[src/rtl/seq_divider.sv]
// seq_divider: multi-cycle radix-2 restoring divider, 2*DATA_W dividend / DATA_W divisor.
// Results and error flags are registered and held until the next accepted start.
// Build macro DIVIDER_SIGNED_EN: when defined, operands and results are two's complement
// (truncating division, one extra FIX cycle for sign correction); undefined gives unsigned.
module seq_divider #(
   parameter int DATA_W = 32
) (
   input  logic                  clk,
   input  logic                  rst,
   input  logic                  start,
   input  logic [2*DATA_W-1:0]   dividend,
   input  logic [DATA_W-1:0]     divisor,
   output logic                  busy,
   output logic                  done,
   output logic [DATA_W-1:0]     quotient,
   output logic [DATA_W-1:0]     remainder,
   output logic                  div_by_zero,
   output logic                  overflow
);

   localparam int                CNT_W     = (DATA_W > 1) ? $clog2(DATA_W) : 1;
   localparam logic [CNT_W-1:0]  LAST_STEP = CNT_W'(DATA_W - 1);
   localparam logic [DATA_W-1:0] ALL_ONES  = '1;

   typedef enum logic [1:0] {IDLE, RUN, FIX, DONE} state_t;

   state_t               state;
   state_t               state_next;

   // Working registers: partial remainder, quotient/low-dividend shift register, divisor magnitude.
   logic [DATA_W-1:0]    part_rem;
   logic [DATA_W-1:0]    part_quo;
   logic [DATA_W-1:0]    dsr;
   logic [CNT_W-1:0]     step_cnt;

   // Operand decode at start: magnitudes (identity in the unsigned build) and error detection.
   logic                 dvd_neg;
   logic                 dsr_neg;
   logic [2*DATA_W-1:0]  dvd_mag;
   logic [DATA_W-1:0]    dsr_mag;
   logic                 start_dbz;
   logic                 start_ovf;

`ifdef DIVIDER_SIGNED_EN
   assign dvd_neg = dividend[2*DATA_W-1];
   assign dsr_neg = divisor[DATA_W-1];
`else
   assign dvd_neg = 1'b0;
   assign dsr_neg = 1'b0;
`endif

   assign dvd_mag   = dvd_neg ? -dividend : dividend;
   assign dsr_mag   = dsr_neg ? -divisor : divisor;
   assign start_dbz = (divisor == '0);
   // The quotient fits in DATA_W bits only if the upper dividend half is below the divisor.
   assign start_ovf = (dvd_mag[2*DATA_W-1:DATA_W] >= dsr_mag);

   // One restoring step: shift in the next dividend bit, trial-subtract, keep if non-negative.
   logic [DATA_W:0]      trial_rem;
   logic                 trial_ge;
   logic [DATA_W-1:0]    trial_diff;
   logic [DATA_W-1:0]    step_rem;
   logic [DATA_W-1:0]    step_quo;

   assign trial_rem  = {part_rem, part_quo[DATA_W-1]};
   assign trial_ge   = (trial_rem >= {1'b0, dsr});
   // When the trial succeeds the difference is below the divisor, so DATA_W bits suffice.
   assign trial_diff = trial_rem[DATA_W-1:0] - dsr;
   assign step_rem   = trial_ge ? trial_diff : trial_rem[DATA_W-1:0];
   assign step_quo   = {part_quo[DATA_W-2:0], trial_ge};

`ifdef DIVIDER_SIGNED_EN
   // Sign correction: result signs captured at start, magnitude limits checked in FIX.
   logic                 quo_neg;
   logic                 rem_neg;
   logic [DATA_W-1:0]    quo_limit;
   logic                 fix_ovf;

   assign quo_limit = quo_neg ? {1'b1, {(DATA_W-1){1'b0}}} : {1'b0, {(DATA_W-1){1'b1}}};
   assign fix_ovf   = (part_quo > quo_limit);
`endif

   // State register.
   always_ff @(posedge clk or negedge rst) begin
      if (!rst) begin
         state <= IDLE;
      end else begin
         state <= state_next;
      end
   end

   // Next-state decode and the busy/done status outputs.
   always_comb begin
      state_next = state;
      busy       = 1'b1;
      done       = 1'b0;
      case (state)
         IDLE: begin
            busy = 1'b0;
            if (start) begin
               state_next = (start_dbz || start_ovf) ? DONE : RUN;
            end
         end
         RUN: begin
            if (step_cnt == LAST_STEP) begin
`ifdef DIVIDER_SIGNED_EN
               state_next = FIX;
`else
               state_next = DONE;
`endif
            end
         end
         FIX: begin
            state_next = DONE;
         end
         DONE: begin
            done       = 1'b1;
            state_next = IDLE;
         end
         default: begin
            state_next = IDLE;
         end
      endcase
   end

   // Datapath: capture operands on accept, iterate in RUN, load results when entering DONE.
   always_ff @(posedge clk or negedge rst) begin
      if (!rst) begin
         part_rem    <= '0;
         part_quo    <= '0;
         dsr         <= '0;
         step_cnt    <= '0;
         quotient    <= '0;
         remainder   <= '0;
         div_by_zero <= 1'b0;
         overflow    <= 1'b0;
`ifdef DIVIDER_SIGNED_EN
         quo_neg     <= 1'b0;
         rem_neg     <= 1'b0;
`endif
      end else begin
         case (state)
            IDLE: begin
               if (start) begin
                  part_rem    <= dvd_mag[2*DATA_W-1:DATA_W];
                  part_quo    <= dvd_mag[DATA_W-1:0];
                  dsr         <= dsr_mag;
                  step_cnt    <= '0;
                  quotient    <= '0;
                  remainder   <= '0;
                  div_by_zero <= 1'b0;
                  overflow    <= 1'b0;
`ifdef DIVIDER_SIGNED_EN
                  quo_neg     <= dvd_neg ^ dsr_neg;
                  rem_neg     <= dvd_neg;
`endif
                  // Error results skip RUN and are visible in the very next (DONE) cycle.
                  if (start_dbz) begin
                     div_by_zero <= 1'b1;
                     quotient    <= ALL_ONES;
                     remainder   <= dividend[DATA_W-1:0];
                  end else if (start_ovf) begin
                     overflow    <= 1'b1;
                     quotient    <= ALL_ONES;
                  end
               end
            end
            RUN: begin
               part_rem <= step_rem;
               part_quo <= step_quo;
               step_cnt <= (step_cnt == LAST_STEP) ? '0 : step_cnt + CNT_W'(1);
`ifdef DIVIDER_SIGNED_EN
`else
               if (step_cnt == LAST_STEP) begin
                  quotient  <= step_quo;
                  remainder <= step_rem;
               end
`endif
            end
`ifdef DIVIDER_SIGNED_EN
            FIX: begin
               if (fix_ovf) begin
                  overflow  <= 1'b1;
                  quotient  <= ALL_ONES;
                  remainder <= '0;
               end else begin
                  quotient  <= quo_neg ? -part_quo : part_quo;
                  remainder <= rem_neg ? -part_rem : part_rem;
               end
            end
`endif
            default: begin
            end
         endcase
      end
   end

endmodule

[config.mk]
export PLATFORM = sky130hd
export DESIGN_NAME = seq_divider
export DESIGN_NICKNAME = d
export VERILOG_FILES = /design/src/rtl/seq_divider.sv
export SDC_FILE = /design/constraint.sdc
export NUM_CORES = 1
export LEC_CHECK = 0
export BUFFER_PORTS_ARGS = -buffer_cell sky130_fd_sc_hd__buf_2
export CAP_MARGIN = 20
export CORE_UTILIZATION = 50
export CTS_CLUSTER_DIAMETER = 200
export CTS_CLUSTER_SIZE = 12
export DETAILED_ROUTE_END_ITERATION = 10
export PLACE_DENSITY = 0.75
export SYNTH_ARGS = -nofsm -noshare
export SYNTH_HDL_FRONTEND = slang
export SYNTH_SLANG_ARGS = --single-unit
[constraint.sdc]
create_clock -name clk -period 4.1 [get_ports clk]
set_input_delay 1.23 -clock clk [delete_from_list [all_inputs] [get_ports clk]]
set_output_delay 1.23 -clock clk [all_outputs]
set_load 0.01 [all_outputs]
==> results.json <==
{
  "outcome": "finished, final reports clean",
  "dp.final_hpwl_microns": 21500,
  "setup_viol": 0,
  "drt_wl_total_microns": 29200,
  "drcViolationCount": 0,
  "rr_startpoint": "part_rem[13]$_DFFE_PN0P_",
  "maxCapViolations": 0,
  "p_total_mw": 12.4,
  "skew_ns": 0.0126,
  "worstSetupPathType": "reg2reg",
  "nNetsFinal": 1509,
  "finish.utilization_pct": 59.5,
  "crit_slowest_cell": "a2111o_1",
  "n_antenna_cell": 0,
  "hold_path_class": "reg2reg",
  "min_path_cells": 2,
  "num_rows": 52,
  "core-area_sq_um": 20200,
  "first_iter_violations": 885,
  "ctsHoldBuffers": 0,
  "grt_antenna_before_repair": 0,
  "arrival_ns": 3.86,
  "max_freq_mhz": 279,
  "initial_core_util_pct": 51.0,
  "start_kind": "flip-flop",
  "die_w_microns": 146,
  "io_buffer_count": 166,
  "avgSynthCellArea_sq_um": 8.58,
  "ys_types": 66,
  "gp_congestion": 0.908,
  "avgViaCountPerCell": 5.83,
  "finalHoldViolations": 0,
  "netlist_instances": 1204,
  "grt_util_all_layers_pct": 27.6,
  "netlist_area_sq_um": 10300,
  "finalCritPeriodShare_pct": 87.3,
  "slowest_delay_ns": 0.44,
  "r2r_setup_slack_ns": 0.52,
  "synth_top_cell_area_share_pct": 40.9,
  "clockBufferDepth": 2,
  "dr.pass1.iters": 5,
  "cp-end-kind": "flip-flop",
  "synth-seq-area-share_pct": 40.9,
  "wl_per_cell_microns": 18.0,
  "vias": 9441,
  "syn_nets": 1375,
  "leakage_nw": 5.93,
  "cts-resized-gates": 0,
  "die_h_microns": 146,
  "htreeDepth": 4,
  "cp.required_ns": 4.38,
  "clock_latency_ns": 0.44,
  "cp_max_fo": 19,
  "netlist_top_cells_area": "dfrtp_1 (41%), ha_1 (8.6%), o21ai_0 (7.3%)",
  "final_area_sq_um": 12000,
  "final_cell_mix": "dfrtp_1 (169), buf_2 (165), nand2_1 (153), o21ai_0 (150), a21oi_1 (115)",
  "holdPathEnd": "quotient[9]$_DFFE_PN0P_",
  "postRouteAntennaNets": 0,
  "final_common_cell": "dfrtp_1",
  "place_area_sq_um": 11400,
  "path_cells": "ha_1 -> a21oi_1 -> o21ai_1 -> a2111o_1 -> a41oi_2 -> o41ai_2 -> buf_4 -> a41o_1 -> buf_4 -> o21ai_0 -> o21ai_0",
  "drive_above_1_share_pct": 17.6,
  "grt_max_degree": 93,
  "pwr_density_cell_nw_per_um2": 1030,
  "layout_min_cycle_time_ns": 3.58,
  "maxSlewViolCount": 0,
  "rsz0062_at_grt": "false",
  "root_buffer": "clkbuf_16",
  "ys_async_sr_fraction_pct": 100,
  "cts_tree": "yes",
  "cts_num_sinks": 169,
  "overflow": 0,
  "synth_edf_count": 0,
  "yosysTopAreaCell": "dfrtp_1",
  "synth_ff_type": "dfrtp_1",
  "relSlewSlack_pct": 38.5,
  "tightest_slew_ns": 0.920,
  "peakVddDrop_mv": 0.462,
  "ys_ff_latch": 169,
  "min_from": "quotient[9]$_DFFE_PN0P_",
  "reg2reg_depth": 11,
  "areaGrowthSynthToFinish_pct": 16.5,
  "postCtsSetupRepairBufs": 0,
  "grt_pass1_vias": 8850,
  "path_clk_slew_ns": 0.07,
  "yosysWarnings": 0,
  "cts_buffers": 17,
  "tns_ns": 0,
  "grt_pass1_wl_microns": 46400,
  "pin_count": 167,
  "die_area_sq_um": 21200,
  "rr_endpoint": "part_rem[10]$_DFFE_PN0P_"
}
==> where the power goes <==
part	internal (mW)	leakage (nW)	switching [mW]
logic	2.92	3.57	4.82
clock network	0.861	0.267	0.716
registers	2.49	2.09	0.559
==> area by class of cell <==
cell class	count	area [sq um]
timing repair buffer	188	1060
clock inverter	11	115
fill	1822	8200
multi-input combinational	891	5580
tap	270	338
sequential	169	4230
inverter	71	267
clock buffer	20	447
==> metal layers <==
metal | GRT usage (%) | vias up | wire length, microns
met5 | 0 | - | 0
li1 | - | 4534 | -
met2 | 43.3 | 357 | 13300
met3 | 3.76 | 45 | 1780
met1 | 39.4 | 4505 | 13400
met4 | 9.32 | 0 | 671
==> worst max-delay path, delay by kind of cell, from the launching register on <==
kind,cells,cell delay [ns]
flip-flops,1,0.42
AO/OA/AOI/OAI,8,2.14
adder cells (fa/ha/maj),1,0.42
buffers and inverters,2,0.44
==> cells in the mapped netlist, types with 3 or more instances <==
cell,instances
buf_2,3
dfrtp_1,169
o2111ai_1,3
nor3b_1,3
o21ai_0,151
a31oi_1,8
a211oi_1,5
a21o_1,22
o21bai_1,6
and3_1,43
a41oi_1,4
ha_1,71
buf_1,3
nor2_1,78
o21ai_1,3
clkbuf_1,65
nand4_1,16
nor2b_1,12
nand3b_1,3
xnor2_1,17
o21a_1,5
nand2b_1,6
mux2i_1,33
xor2_1,12
a221oi_1,4
nor3_1,12
a21boi_0,3
a21oi_1,115
and2_1,4
o211ai_1,4
inv_1,70
or3_1,6
o31ai_1,33
nor4_1,10
nand2_1,155
nand3_1,10
==> registers in the layout (all words and copies together) (netlist names) <==
name and flops:
state 2, quotient 32, dsr 32, overflow 1, step_cnt 5, remainder 32
div_by_zero 1, part_quo 32, part_rem 32
==> how the worst max path moves through the flow <==
stage / start / endpoint
after global routing: dsr[1]$_DFFE_PN0P_ / part_rem[11]$_DFFE_PN0P_
after detailed placement: divisor[9] / quotient[0]$_DFFE_PN0P_
after CTS: part_rem[13]$_DFFE_PN0P_ / part_rem[22]$_DFFE_PN0P_
after global placement: divisor[9] / quotient[0]$_DFFE_PN0P_
after floorplan: divisor[9] / quotient[28]$_DFFE_PN0P_
final: part_rem[13]$_DFFE_PN0P_ / part_rem[10]$_DFFE_PN0P_
==> kinds of logic (layout without fill, tap and decap cells) <==
family,after synthesis,after routing,synth area share (%)
flops,169,169,40.9
simple gates,363,363,16.2
compound gates,391,391,22.6
mux,36,36,3.56
fa+ha+maj,72,72,8.80
buf+inv,144,290,5.42
xor+xnor,29,29,2.46
==> through the flow <==
step / cells / worst slack [ns] / hold WS, ns
2_1_floorplan: 1204 / 0.686 / 0.450
3_3_place_gp: 1588 / 0.422 / 0.458
3_5_place_dp: 1588 / 0.324 / 0.462
4_1_cts: 1619 / 0.619 / 0.477
5_1_grt: 1620 / 0.289 / 0.487
6_report: 1620 / 0.522 / 0.471
Power figures use the tool's default switching activity.
